### src/rtl/imem_pkg.sv
// Shared types and default sizes for the instruction-memory port arbiter.
package imem_pkg;

    localparam int IMEM_W_DEF = 14;
    localparam int W_DEF      = 32;
    localparam int BE_W_DEF   = W_DEF / 8;

    typedef enum logic {
        GNT_FETCH  = 1'b0,
        GNT_LOADER = 1'b1
    } imem_gnt_e;

    typedef struct packed {
        logic                  we;
        logic [BE_W_DEF-1:0]   be;
        logic [IMEM_W_DEF-1:0] addr;
        logic [W_DEF-1:0]      wdata;
    } l_req_t;

endpackage

### src/rtl/rr_arb2.sv
// Two-way round-robin arbiter; the fetch side can be masked off (loader lock).
module rr_arb2
    import imem_pkg::*;
(
    input  logic clk,
    input  logic rst,
    input  logic req_f,
    input  logic req_l,
    input  logic mask_f,
    output logic gnt_f,
    output logic gnt_l
);

    imem_gnt_e last_grant;
    logic      req_f_eff;

    // Grant decision: lone requester wins, contention goes to the one not served last.
    always_comb begin
        req_f_eff = req_f & ~mask_f;
        gnt_f     = 1'b0;
        gnt_l     = 1'b0;
        if (req_f_eff && req_l) begin
            gnt_f = (last_grant == GNT_LOADER);
            gnt_l = (last_grant == GNT_FETCH);
        end else begin
            gnt_f = req_f_eff;
            gnt_l = req_l;
        end
    end

    // Remember who was served; a grant is always a transfer because grant implies valid.
    always_ff @(posedge clk) begin
        if (rst) begin
            last_grant <= GNT_LOADER;
        end else if (gnt_f) begin
            last_grant <= GNT_FETCH;
        end else if (gnt_l) begin
            last_grant <= GNT_LOADER;
        end
    end

endmodule

### src/rtl/imem_port_arbiter.sv
// Shares the single-port instruction memory between fetch (read-only) and loader (read/write).
// Reads are combinational in the memory; responses are registered here (1-cycle latency).
module imem_port_arbiter
    import imem_pkg::*;
#(
    parameter int IMEM_W = IMEM_W_DEF,
    parameter int W      = W_DEF
) (
    input  logic              clk_i,
    input  logic              rst_i,
    input  logic              f_req_valid_i,
    output logic              f_req_ready_o,
    input  logic [IMEM_W-1:0] f_addr_i,
    output logic              f_rsp_valid_o,
    output logic [W-1:0]      f_rsp_data_o,
    input  logic              l_req_valid_i,
    output logic              l_req_ready_o,
    input  logic              l_we_i,
    input  logic [W/8-1:0]    l_be_i,
    input  logic [IMEM_W-1:0] l_addr_i,
    input  logic [W-1:0]      l_wdata_i,
    input  logic              l_lock_i,
    output logic              l_rsp_valid_o,
    output logic [W-1:0]      l_rsp_data_o,
    output logic [IMEM_W-3:0] mem_addr_o,
    output logic              mem_we_o,
    output logic [W/8-1:0]    mem_be_o,
    output logic [W-1:0]      mem_wdata_o,
    input  logic [W-1:0]      mem_rdata_i
);

    l_req_t            l_req;
    logic              gnt_f;
    logic              gnt_l;
    logic [IMEM_W-3:0] addr_q;
    logic              f_rsp_valid_q;
    logic              l_rsp_valid_q;
    logic              unused_addr_bits;

    assign l_req.we    = l_we_i;
    assign l_req.be    = l_be_i;
    assign l_req.addr  = l_addr_i;
    assign l_req.wdata = l_wdata_i;

    assign unused_addr_bits = ^{f_addr_i[1:0], l_req.addr[1:0]};

    // Requests are suppressed during reset so no grant and no write can happen in a reset cycle.
    rr_arb2 u_arb (
        .clk    (clk_i),
        .rst    (rst_i),
        .req_f  (f_req_valid_i & ~rst_i),
        .req_l  (l_req_valid_i & ~rst_i),
        .mask_f (l_lock_i),
        .gnt_f  (gnt_f),
        .gnt_l  (gnt_l)
    );

    assign f_req_ready_o = gnt_f;
    assign l_req_ready_o = gnt_l;

    // Memory-side mux: granted port drives the address; idle cycles replay the last address.
    always_comb begin
        mem_addr_o  = addr_q;
        mem_we_o    = 1'b0;
        mem_be_o    = '0;
        mem_wdata_o = '0;
        if (gnt_f) begin
            mem_addr_o = f_addr_i[IMEM_W-1:2];
        end else if (gnt_l) begin
            mem_addr_o = l_req.addr[IMEM_W-1:2];
            if (l_req.we) begin
                mem_we_o    = 1'b1;
                mem_be_o    = l_req.be;
                mem_wdata_o = l_req.wdata;
            end
        end
    end

    // Hold the last granted word address for idle cycles.
    always_ff @(posedge clk_i) begin
        if (rst_i) begin
            addr_q <= '0;
        end else if (gnt_f || gnt_l) begin
            addr_q <= mem_addr_o;
        end
    end

    // Capture read data into the owning port's response register; data holds between responses.
    always_ff @(posedge clk_i) begin
        if (rst_i) begin
            f_rsp_valid_q <= 1'b0;
            l_rsp_valid_q <= 1'b0;
            f_rsp_data_o  <= '0;
            l_rsp_data_o  <= '0;
        end else begin
            f_rsp_valid_q <= gnt_f;
            l_rsp_valid_q <= gnt_l & ~l_req.we;
            if (gnt_f) begin
                f_rsp_data_o <= mem_rdata_i;
            end
            if (gnt_l && !l_req.we) begin
                l_rsp_data_o <= mem_rdata_i;
            end
        end
    end

    // A response due in a reset cycle is cancelled immediately, not one cycle later.
    assign f_rsp_valid_o = f_rsp_valid_q & ~rst_i;
    assign l_rsp_valid_o = l_rsp_valid_q & ~rst_i;

endmodule

### config.mk
export PLATFORM = sky130hd
export DESIGN_NAME = imem_port_arbiter
export DESIGN_NICKNAME = d
export VERILOG_FILES = /design/src/rtl/imem_pkg.sv /design/src/rtl/rr_arb2.sv /design/src/rtl/imem_port_arbiter.sv
export SDC_FILE = /design/constraint.sdc
export NUM_CORES = 1
export LEC_CHECK = 0
export ABC_CLOCK_PERIOD_IN_PS = 1350
export BUFFER_PORTS_ARGS = -buffer_cell sky130_fd_sc_hd__buf_2
export CAP_MARGIN = 10
export CORE_MARGIN = 2
export CORE_UTILIZATION = 39
export CTS_CLUSTER_DIAMETER = 80
export DETAILED_ROUTE_END_ITERATION = 8
export PLACE_DENSITY = 0.76
export SLEW_MARGIN = 20
export SYNTH_ARGS = -nofsm -noshare
export SYNTH_HDL_FRONTEND = slang
export SYNTH_SLANG_ARGS = --single-unit
### constraint.sdc
create_clock -name clk_i -period 1.35 [get_ports clk_i]
set_input_delay 0.0675 -clock clk_i [delete_from_list [all_inputs] [get_ports clk_i]]
set_output_delay 0.0675 -clock clk_i [all_outputs]
set_load 0.02 [all_outputs]
Word-level counts from Yosys, hierarchy flattened
Index checks and enable logic that the tools add are counted.
- add/sub/neg operators: 0
- multiply operators: 0
- div/mod/pow operators: 0
- $lt $le $gt $ge: 0
- equal/unequal tests: 0
- shift-type cells: 0
- mux-type cells: 15
- bitwise operators: 10
- reduce and logical (&&, ||, !) cells: 5
- operators by type and width (kind ; count):
    32-bit two-way mux ; 3
    12-bit two-way mux ; 2
    4-bit two-way mux ; 3
    1-bit two-way mux ; 7
    1-bit bitwise AND ; 6
    1-bit NOT ; 4
    1-bit logical AND ; 2
    2-bit nonzero test ; 1
    1-bit logical NOT ; 1
    1-bit logical OR ; 1
- flip-flop bits (word level): 79
- bits in latches: 0
- memory bits (writable): 0
- memory bits (read-only): 0
- input bits: 102
- output and inout port bits: 117
- word-level logic and storage cells: 36
- memories kept: 0

Longest topological paths before layout
Gate-level depths: netlist of the first run.
- depth in word-level cells: 7
- mapped depth: 5
- mapped depth without buffers: 3

Cells and area by module
Synthesis of the first run repeated with hierarchy kept, for this count alone.
- cell total of the unflattened synthesis: 382
- area, all modules: 3402.0 um^2
- by module, submodules not included (module ; times used ; cells an instance ; area each (um^2) ; sequential area each (um^2)):
    imem_port_arbiter ; 1 ; 374 ; 3334.4 ; 1561.5
    rr_arb2 ; 1 ; 8 ; 67.6 ; 20.0

Least setup slack after synthesis of the first run
No wires, ideal clock.
- path type: register to output
- start: register u_arb.last_grant
- end: output port mem_wdata_o[22]
- arrival: 1.365 ns
- data required time: 1.283 ns
- path slack: -0.083 ns
- stages on the path, launching flop included: 5
- buffers on the path: 1
- path through: dfxtp_1 > and3b_1 > nor3b_4 > buf_2 > and2_1
- word-level cells in the longest chain between the ends: 4
- elaborated cells between the ends (all ways): 5
- those cells by class: mux: 4; bitwise: 1
- RTL lines (item ; line ; source):
    start: declaration ; rr_arb2.sv:14 ; imem_gnt_e last_grant;
    start signal: assignment ; rr_arb2.sv:34 ; last_grant <= GNT_LOADER;
    start signal: assignment ; rr_arb2.sv:36 ; last_grant <= GNT_FETCH;
    start signal: assignment ; rr_arb2.sv:38 ; last_grant <= GNT_LOADER;
    1-bit NOT ; rr_arb2.sv:24 ; gnt_l = (last_grant == GNT_FETCH);
    1-bit two-way mux ; rr_arb2.sv:22 ; if (req_f_eff && req_l) begin
    32-bit two-way mux ; imem_port_arbiter.sv:69 ; end else if (gnt_l) begin
    32-bit two-way mux * ; imem_port_arbiter.sv:67 ; if (gnt_f) begin
    end: declaration ; imem_port_arbiter.sv:28 ; output logic [W-1:0] mem_wdata_o,
Every way passes the cells marked *; elsewhere a longest branch is shown, timed or not.

Worst setup path after layout of the first run
- start: register u_arb.last_grant
- end: output port mem_be_o[0]
- word-level cells in the longest chain between the ends: 4
- elaborated cells between the ends (all ways): 5
- those cells by class: mux: 4; bitwise: 1
- RTL lines (item ; line ; source):
    1-bit NOT ; rr_arb2.sv:24 ;
    1-bit two-way mux ; rr_arb2.sv:22 ;
    4-bit two-way mux ; imem_port_arbiter.sv:69 ;
    4-bit two-way mux * ; imem_port_arbiter.sv:67 ;
    end: declaration ; imem_port_arbiter.sv:27 ; output logic [W/8-1:0] mem_be_o,
Marked as above.

==> results of run 1 <==
[final cells by class]
| type | instances | area [um^2] |
|---|---|---|
| repair buffers | 288 | 2308 |
| clock buffers | 9 | 123.9 |
| diodes | 2 | 5.005 |
| fillers | 653 | 2745 |
| well taps | 111 | 138.9 |
| flip-flops and latches | 79 | 1583 |
| clock inverters | 6 | 93.84 |
| inverters | 36 | 135.1 |
| multi-input cells | 260 | 1976 |
[Yosys cell counts (all sizes together), types with 10 or more instances]
library cell	count	area share
and2	36	0.062
o21ai	33	0.046
clkbuf	22	0.023
inv	36	0.037
o221a	14	0.044
o211ai	64	0.13
nand2	32	0.033
dfxtp	79	0.44
nand3	32	0.044
o2111a	10	0.031
buf	19	0.032
or3	23	0.040
[worst min-delay path by stage]
stage	endpoint	slack [ps]	depth (start not counted)
CTS	addr_q[8]$_SDFFE_PP0P_	20	2
detailed placement	l_rsp_data_o[24]$_SDFFE_PP0P_	300	3
global placement	l_rsp_data_o[25]$_SDFFE_PP0P_	300	3
global route	addr_q[8]$_SDFFE_PP0P_	30	2
finish	addr_q[8]$_SDFFE_PP0P_	40	2
floorplan	l_rsp_valid_q$_SDFF_PP0_	150	1
[worst max-delay path, delay by kind of cell (launching register included)]
family,cells,cell delay [ps]
flip-flops,1,340
buffers and inverters,3,480
AND/OR/NAND/NOR,3,570
[stage by stage]
stage,setup WS [ps],cell area [um^2],hold slack [ps],cells
2_1_floorplan,0.08504,3660,146.8,416
3_3_place_gp,-190.4,4871,295.7,719
3_5_place_dp,-224.3,4871,295.8,719
4_1_cts,-436.5,6038,19.86,779
5_1_grt,-524.7,6364,28.64,791
6_report,-457.4,6364,36.58,791
[layout by cell type, fill, tap and decap left out, types with 9 or more instances in the layout]
| master | count |
|---|---|
| buf_2 | 163 |
| dfxtp_1 | 78 |
| o211ai_1 | 64 |
| buf_6 | 63 |
| and2_4 | 36 |
| inv_1 | 33 |
| dlygate4sd3_1 | 33 |
| nand3_1 | 32 |
| nand2_1 | 32 |
| o21ai_2 | 31 |
| o221a_1 | 14 |
| buf_4 | 13 |
| or3_1 | 12 |
| or3_4 | 11 |
| o2111a_1 | 10 |
| clkbuf_8 | 9 |
[timing repair]
| action | in CTS | in global routing |
|---|---|---|
| hold endpoints to repair | 65 | 0 |
| endpoints found under the setup margin | 127 | 126 |
| cloned | 4 | 7 |
| setup buffers | 10 | 5 |
| pin swaps | 6 | 89 |
| resized for setup | 140 | 72 |
| hold buffers | 33 | 0 |
[logic make-up (layout without fill, tap and decap cells)]
group                  count (synthesis)  after routing
AOI/OAI and AO/OA                    124            124
buffers and inverters                 77            339
DFF                                   79             79
other                                  0              2
and+or+nand+nor                      136            136
[power groups by stage]
| stage | Combinational [mW] | Sequential [mW] | Clock [mW] |
|---|---|---|---|
| floorplan | 0.481 | 2.68 | 0 |
| finish | 1.42 | 2.52 | 1.93 |
| global route | 1.50 | 2.53 | 2.10 |
| detailed placement | 1.04 | 2.57 | 0 |
| global placement | 1.02 | 2.56 | 0 |
| CTS | 1.30 | 2.52 | 1.97 |
[layer usage]
metal / global-route usage / routed length (um) / share of wire
met4: 0.09905 / 417 / 0.029
met5: 0 / 0 / 0
met1: 0.3046 / 5490 / 0.38
met2: 0.4564 / 7522 / 0.52
met3: 0.05710 / 1150 / 0.079
[flip-flops by register name, summed over array words and instances (netlist names)]
name	count
f_rsp_valid_q	1
addr_q	12
u_arb.last_grant	1
f_rsp_data_o	32
l_rsp_valid_q	1
l_rsp_data_o	32
==> flow_summary_export.csv, run 1 <==
group,metric,value,unit
outcome,status,"finished with violations",
outcome,violations,"setup timing",
worst_setup_path,crit_arrival,1740,ps
synth,synthesis.area,0.003621,mm^2
cts,clk_pin_slew_worst_paths,80,ps
timing,slew_viol_final,0,
pwr,p_switching,1.692,mW
synth,synthCells,416,
synth,synth_nets,518,
pwr,intPower,4.182,mW
flow_run,max_cap_viol_count,0,
timing,max_slew_margin,0.6968,
route,routedWlPerCell,18.43,um
synth,ys.flop_type,"dfxtp_1",
worst_setup_path,critPathLaunch,"u_arb.last_grant$_SDFFE_PP1P_",
worst_hold_path,hold_class,"in2reg",
synth,synth_mux_area_frac,0,
cts,root_buffer,"clkbuf_8",
cts,cts_tree,"built",
route,drc,0,
worst_setup_path,reg2reg_to,"f_rsp_data_o[20]$_SDFFE_PP0P_",
synth,ys_warn_count,0,
worst_hold_path,hold_start,"f_addr_i[10]",
floorplanning,rows,35,
global_route,track_usage,0.2583,
timing,setup_violations,103,
route,totalWireLength,14580,um
worst_setup_path,cp_cell_sequence,"and3b_2 > nor3b_4 > buf_6 > clkbuf_16 > and2_4 > buf_6",
timing,fmax,0.5533,GHz
global_route,grt_pass1_wl,20550,um
route,dr_total_vias,4265,
cts,cts_buffers,9,
timing,period_needed,1807,ps
global_route,antenna_found_initial,2,
floorplanning,pin_count,219,
timing,finalSetupTns,-25980,ps
floorplanning,fp.dieH,100.4,um
timing,tightest_slew,454.8,ps
synth,synth_cell_types,29,
worst_setup_path,r2r_start,"u_arb.last_grant$_SDFFE_PP1P_",
route,drtIter0Drc,258,
timing,setup_slack,-457.4,ps
place,gp_congestion,0.8451,
layout,drive_above_1_share,0.5295,
pwr,pwr-share-comb,0.242,
synth,synth_simple_gate_area_frac,0.2111,
route,dr.pass1.iters,5,
timing,fin_crit_sh,1.339,
worst_setup_path,cp_common_cell,"buf_6",
route,viasPerCell,5.392,
worst_setup_path,r2r_setup_slack,-170,ps
synth,yosys.area_share.xor_xnor,0,
floorplanning,start_util,0.3975,
timing,skew,8.764,ps
timing,rsz0062_at_grt,"true",
pwr,swShare,0.2881,
worst_setup_path,cp-start-kind,"flip-flop",
worst_setup_path,crit_end,"mem_be_o[0]",
worst_setup_path,cpPeakStageDelay,340,ps
floorplanning,core_area,0.009109,mm^2
synth,synth_edf_count,0,
pwr,power_density,923.1,mW/mm^2
pwr,pwr-share-seq,0.429,
pwr,clockPowerShare,0.329,
pwr,power_leakage,3.147,nW
place,dp_hpwl,8675,um
synth,synth_top_family_by_area,"compound AO/OA/AOI/OAI gates",
worst_setup_path,crit_path_end_kind,"primary output",
cts,cts.sinks,79,
synth,seq_area_frac_synth,0.4368,
synth,synth-seq-cells,79,
worst_setup_path,path_class,"reg2out",
global_route,grt_overflow_total,0,
synth,synth-adder-area-share,0,
place,portBuffers,214,
synth,async_reset_ff_frac,0,
worst_setup_path,ff2ff_path_depth,7,
cts,cts_buffer_depth,2,
global_route,grt_max_degree,52,
worst_setup_path,slowest_stage,"dfxtp_2",
worst_setup_path,path_max_fanout,8,
floorplanning,dieArea,0.01007,mm^2
worst_setup_path,required,1280,ps
synth,synth.avg_cell_area,8.704,um^2
global_route,grt_pass1_vias,4040,
pwr,irDropWorstVdd,0.7144,mV
pwr,p_total,5.874,mW
timing,finalHoldViolations,0,
cts,clk_latency,340,ps
layout,final_nets,776,
layout,utilization,0.6986,
layout,syn2layout_area_growth,75.74,%
route,antenna_left,0,
synth,synth_compound_area_frac,0.2602,
floorplanning,die_w,100.4,um
cts,htreeDepth,3,
Power figures use the tool's default switching activity.
==> run 2, diff against run 1 <==
CORE_UTILIZATION = 38   (was 39)
SYNTH_HIERARCHICAL = 1   (was not set)
==> run 2 against run 1 <==
  * The run still ends with setup timing left
  * Die area down 3.4%
  * Core utilization down 0.19 points
  * Clock power down 4%
  * Register-to-register slack worse by 70 ps
  * Hold slack worse by 23 ps
  * Critical path type unchanged
  * Largest power group unchanged
  * Highest routed layer unchanged
==> flow_summary_export.csv, run 2 <==
group,metric,value,unit
synth,synthTopCellsByArea,"dfxtp_1, mux2i_1, nand2_1, nor2b_1, nor2_1",
timing,setup_violations,97,
route,antenna_left,0,
worst_setup_path,cpPeakStageDelay,360,ps
place,place_area,0.004681,mm^2
cts,htreeDepth,3,
timing,rsz0062_at_grt,"true",
floorplanning,dieArea,0.009726,mm^2
synth,ys.flop_type,"dfxtp_1",
floorplanning,fp.dieH,98.62,um
worst_hold_path,hold_class,"in2reg",
worst_setup_path,path_class,"reg2out",
global_route,antenna_found_initial,2,
place,dp_hpwl,6939,um
layout,fin_area,0.006076,mm^2
worst_setup_path,cp_cell_sequence,"inv_2 > a21boi_4 > buf_4 > buf_12 > buf_6 > a211oi_4 > nor2_2 > buf_6",
cts,clk_latency,340,ps
synth,ys_warn_count,6,
floorplanning,rows,34,
floorplanning,core_area,0.008721,mm^2
timing,slew_viol_final,0,
place,dpl.cell_count,691,
layout,syn2layout_area_growth,78.60,%
timing,fin_crit_sh,1.288,
synth,yosys.area.top_type,"dfxtp_1",
cts,clk_pin_slew_worst_paths,80,ps
layout,drive_above_1_share,0.5452,
timing,max_slew_margin,0.4123,
worst_setup_path,required,1280,ps
outcome,violations,"setup timing",
worst_setup_path,cp_common_cell,"buf_6",
flow_run,max_cap_viol_count,0,
worst_setup_path,cp-start-kind,"flip-flop",
synth,synth_common_cells,"dfxtp_1, nand2_1, nor2_1",
route,totalWireLength,12910,um
route,viasPerCell,4.887,
layout,most-common-layout-cells,"buf_2, dfxtp_1, nand2_1, buf_6, and2_4",
route,drtIter0Drc,112,
route,drc,0,
timing,fmax,0.5750,GHz
cts,cts.sinks,79,
floorplanning,die_w,98.62,um
synth,seq_area_frac_synth,0.4649,
synth,synthCells,382,
place,portBuffers,214,
cts,cts_buffer_depth,2,
timing,finalSetupTns,-25050,ps
timing,tightest_slew,881.6,ps
synth,synth_cell_types,24,
pwr,irDropWorstVdd,0.7207,mV
layout,final_nets,750,
global_route,grt_pass1_vias,3773,
worst_setup_path,slowest_stage,"dfxtp_4",
route,routedWlPerCell,16.92,um
global_route,track_usage,0.2360,
place,gp_congestion,0.8101,
timing,setup_slack,-389.2,ps
synth,synth_nets,484,
timing,finalHoldViolations,0,
layout,layout.cells.non_filler,763,
global_route,grt_pass1_wl,18550,um
worst_setup_path,crit_path_end_kind,"primary output",
worst_setup_path,path_max_fanout,18,
outcome,status,"finished with violations",
synth,synthesis.area,0.003402,mm^2
pwr,p_total,5.632,mW
timing,skew,15.58,ps
global_route,grt_max_degree,83,
floorplanning,start_util,0.3901,
cts,cts_buffers,9,
place,preCtsSetupSlack,-250.1,ps
synth,async_reset_ff_frac,0,
synth,synth-seq-cells,79,
synth,netlist.area_leader.share,0.4649,
synth,synth_edf_count,0,
pwr,power_leakage,2.821,nW
global_route,grt_overflow_total,0,
cts,cts_tree,"built",
layout,final_common_cell,"buf_2",
pwr,power_density,927.0,mW/mm^2
route,dr_total_vias,3729,
layout,top_regs,"f_rsp_data_o x32, l_rsp_data_o x32, addr_q x12",
timing,period_needed,1739,ps
synth,yosysMostFrequentCell,"dfxtp_1",
cts,root_buffer,"clkbuf_8",
synth,synth.avg_cell_area,8.906,um^2
route,dr.pass1.iters,4,
floorplanning,pin_count,219,
worst_setup_path,crit_arrival,1670,ps
run 2: cell types whose count changed in the layout (fill, tap and decap cells not counted), sizes merged, moves of 33 or more:
| cell | change |
|---|---|
| inv | -33 |
| nor2 | +43 |
| o211ai | -64 |
| o21ai | -33 |
run 2: critical path, delay by kind of cell (launching register included):
family / cells / cell delay, ps
buffers and inverters: 5 / 640
DFF: 1 / 360
AOI/OAI and AO/OA: 2 / 260
and+or+nand+nor: 1 / 80
run 2: per-stage QoR:
step           hold slack [ps]    util
2_1_floorplan            203.5       -
3_3_place_gp             317.8  0.5367
3_5_place_dp             325.4  0.5367
4_1_cts                  15.03  0.6729
5_1_grt                  18.18  0.6967
6_report                 14.01  0.6967
run 2: layer usage:
layer  share of wire  vias to the layer above  global-route usage  wire, um
li1                -                     1761                   -         -
met1            0.37                     1780              0.2506      4730
met2            0.54                      169              0.4458      6956
met3           0.072                       19             0.06667       925
met4           0.023                        0             0.07903       300
met5               0                        -                   0         0
run 2: layout make-up:
type                    count  area [um^2]
clock inverters             6        75.07
inverters                   2        7.507
clock buffers              10        137.6
diodes                      2        5.005
fillers                   623         2645
flip-flops and latches     79         1585
multi-input cells         270         1873
well taps                 108        135.1
repair buffers            286         2257
run 2: repair_timing:
action | CTS | global route
setup endpoints to repair | 104 | 129
hold buffers | 32 | 0
gates cloned | 6 | 4
resized for setup | 122 | 36
buffers inserted | 11 | 2
endpoints found under the hold margin | 59 | 0
pin swaps | 13 | 13
run 2: cells by family after synthesis:
group,share of synthesized area
simple gates,0.2773
flops,0.4649
compound gates,0.09305
buf+inv,0.07062
mux,0.09415
run 2: report_power, final:
group | switching (mW) | leakage [nW] | total (mW) | internal (mW)
clock | 0.919 | 0.105 | 1.85 | 0.935
sequential | 0.0408 | 0.643 | 2.46 | 2.42
combinational | 0.658 | 2.07 | 1.32 | 0.658
total | 1.62 | 2.82 | 5.63 | 4.01
run 2: final timing paths:
check | start | to | slack [ps] | cells after the start
worst max register to register | u_arb/last_grant$_SDFFE_PP1P_ | l_rsp_data_o[9]$_SDFFE_PP0P_ | -240 | 8
worst min register to register | l_rsp_data_o[15]$_SDFFE_PP0P_ | l_rsp_data_o[15]$_SDFFE_PP0P_ | 460 | 2
worst max-delay path | u_arb/last_grant$_SDFFE_PP1P_ | mem_addr_o[11] | -390 | 8
worst min-delay path | f_addr_i[4] | addr_q[2]$_SDFFE_PP0P_ | 10 | 3
==> run 3, diff against run 2 <==
CORE_UTILIZATION = 39   (was 38)
RECOVER_POWER = 100   (was not set)
SLEW_MARGIN = not set   (was 20)
SYNTH_HIERARCHICAL = not set   (was 1)
==> run 3 against run 2 <==
  * The flow still finishes with violations (setup timing)
  * Combinational power increased by 6%
  * Sequential share of layout area is 0.89 points lower
  * Critical path depth is 2 lower
  * Global-route usage rose by 2.2 points
  * Worst setup slack lost 68 ps
  * Highest routed layer unchanged
==> flow_summary_export.csv, run 3 (synthesis results as in run 1) <==
group,metric,value,unit
place,portBuffers,214,
cts,htreeDepth,3,
worst_setup_path,slowest_stage,"dfxtp_2",
pwr,p_switching,1.696,mW
place,dpl.cell_count,719,
route,drtIter0Drc,230,
cts,clk_pin_slew_worst_paths,80,ps
timing,period_needed,1807,ps
timing,setup_slack,-457.4,ps
route,dr_total_vias,4300,
outcome,status,"finished with violations",
layout,fin_area,0.006281,mm^2
pwr,power_leakage,2.874,nW
route,totalWireLength,14620,um
worst_setup_path,critPathLaunch,"u_arb.last_grant$_SDFFE_PP1P_",
floorplanning,fp.dieH,100.4,um
timing,fin_crit_sh,1.339,
worst_setup_path,ff2ff_path_depth,7,
layout,num-fill-cells,699,
pwr,pwr-share-comb,0.239,
layout,multi_input_area,0.001976,mm^2
floorplanning,pin_count,219,
cts,clk_latency,340,ps
global_route,grt_max_degree,52,
timing,slew_viol_final,0,
floorplanning,die_w,100.4,um
route,viasPerCell,5.436,
floorplanning,dieArea,0.01007,mm^2
worst_setup_path,cp_cell_sequence,"and3b_2 > nor3b_4 > buf_6 > clkbuf_16 > and2_4 > buf_6",
worst_setup_path,cpPeakStageDelay,340,ps
worst_setup_path,r2r_start,"u_arb.last_grant$_SDFFE_PP1P_",
pwr,pwr-share-seq,0.431,
cts,cts_tree,"built",
timing,rsz0062_at_grt,"true",
worst_setup_path,path_delay_family,"simple AND/OR/NAND/NOR gates",
route,drc,0,
cts,cts_buffer_depth,2,
worst_setup_path,cp_common_cell,"buf_6",
global_route,track_usage,0.2583,
layout,final_nets,776,
route,antenna_left,0,
pwr,irDropWorstVdd,0.7075,mV
floorplanning,start_util,0.3975,
flow_run,max_cap_viol_count,0,
worst_setup_path,crit_arrival,1740,ps
layout,drive_above_1_share,0.4322,
timing,finalHoldViolations,0,
timing,fmax,0.5533,GHz
global_route,grt_pass1_wl,20550,um
global_route,grt_pass1_vias,4040,
worst_setup_path,reg2reg_to,"f_rsp_data_o[20]$_SDFFE_PP0P_",
pwr,p_total,5.852,mW
worst_setup_path,path_class,"reg2out",
global_route,antenna_found_initial,2,
worst_setup_path,path_depth,6,
layout,top_regs,"f_rsp_data_o x32, l_rsp_data_o x32, addr_q x12",
place,place_area,0.004871,mm^2
timing,skew,8.842,ps
worst_hold_path,hold_class,"in2reg",
timing,tightest_slew,449.4,ps
worst_setup_path,crit_end,"mem_wdata_o[19]",
route,routedWlPerCell,18.48,um
timing,setup_violations,99,
cts,root_buffer,"clkbuf_8",
outcome,violations,"setup timing",
pwr,swShare,0.2898,
layout,layout.cells.non_filler,791,
worst_setup_path,crit_path_end_kind,"primary output",
worst_setup_path,path_max_fanout,8,
global_route,grt_overflow_total,0,
place,dp_hpwl,8675,um
timing,max_slew_margin,0.7004,
floorplanning,core_area,0.009109,mm^2
worst_setup_path,cp_num_buf_inv,3,
pwr,power_density,931.7,mW/mm^2
layout,layout.area.seq,0.001583,mm^2
place,gp_congestion,0.8451,
layout,syn2layout_area_growth,73.46,%
pwr,clockPowerShare,0.330,
timing,fin_worst_hold_slack,35.82,ps
layout,final_common_cell,"buf_2",
floorplanning,rows,35,
cts,cts_buffers,9,
layout,most-common-layout-cells,"buf_2, dfxtp_1, clkbuf_1, o211ai_1, buf_6",
pwr,intPower,4.156,mW
cts,cts.sinks,79,
worst_setup_path,cp-start-kind,"flip-flop",
worst_setup_path,required,1280,ps
worst_setup_path,r2r_setup_slack,-170,ps
route,dr.pass1.iters,5,
==> run 3: worst register-to-register path: cells and delay by family, from the launching register on <==
kind / cells / cell delay [ps]
and+or+nand+nor: 2 / 400
DFF: 1 / 360
AOI/OAI and AO/OA: 1 / 120
buffers and inverters: 4 / 580
==> run 3: how the worst min path moves through the flow <==
stage	startpoint	endpoint	slack [ps]	cells after the start
after floorplan	l_we_i	l_rsp_valid_q$_SDFF_PP0_	150	1
after global placement	mem_rdata_i[25]	l_rsp_data_o[25]$_SDFFE_PP0P_	300	3
after detailed placement	mem_rdata_i[24]	l_rsp_data_o[24]$_SDFFE_PP0P_	300	3
after CTS	f_addr_i[10]	addr_q[8]$_SDFFE_PP0P_	20	2
after global routing	f_addr_i[10]	addr_q[8]$_SDFFE_PP0P_	30	2
final	f_addr_i[10]	addr_q[8]$_SDFFE_PP0P_	40	2
==> run 3: stage by stage <==
step | setup TNS [ps] | worst slack [ps] | utilization
floorplan | 0 | 0.08504 | -
global placement | -8135 | -190.4 | 0.5348
detailed placement | -11650 | -224.3 | 0.5348
CTS | -24970 | -436.5 | 0.6629
global route | -31390 | -524.7 | 0.6896
finish | -25900 | -457.4 | 0.6896
==> run 3: power groups by stage <==
stage / registers (mW) / clock network (mW) / logic, mW
after floorplan: 2.68 / 0 / 0.481
after global placement: 2.56 / 0 / 1.02
after detailed placement: 2.57 / 0 / 1.04
after CTS: 2.52 / 1.97 / 1.30
after global routing: 2.54 / 2.10 / 1.48
final: 2.52 / 1.93 / 1.40
==> run 3: cell type report <==
class / count / area share
Antenna cell: 2 / 0.0007968
Timing Repair Buffer: 288 / 0.3544
Clock inverter: 6 / 0.01494
Inverter: 36 / 0.02151
Tap cell: 111 / 0.02211
Clock buffer: 9 / 0.01972
Sequential cell: 79 / 0.2520
Multi-Input combinational cell: 260 / 0.3145
==> run 3: routing by layer <==
metal	global-route usage	up-vias	wire [um]	part of all wire
met3	0.05710	43	1252	0.086
met2	0.4564	228	7523	0.51
met4	0.09905	0	428	0.029
met1	0.3046	2027	5416	0.37
li1	-	2002	-	-
met5	0	-	0	0
==> run 3: repair_timing <==
| item | CTS | global route |
|---|---|---|
| endpoints found under the hold margin | 65 | 0 |
| setup buffers | 10 | 5 |
| hold buffers | 33 | 0 |
| pin swaps | 6 | 89 |
| setup endpoints to repair | 127 | 126 |
| cloned | 4 | 7 |
| gates resized for setup | 140 | 72 |
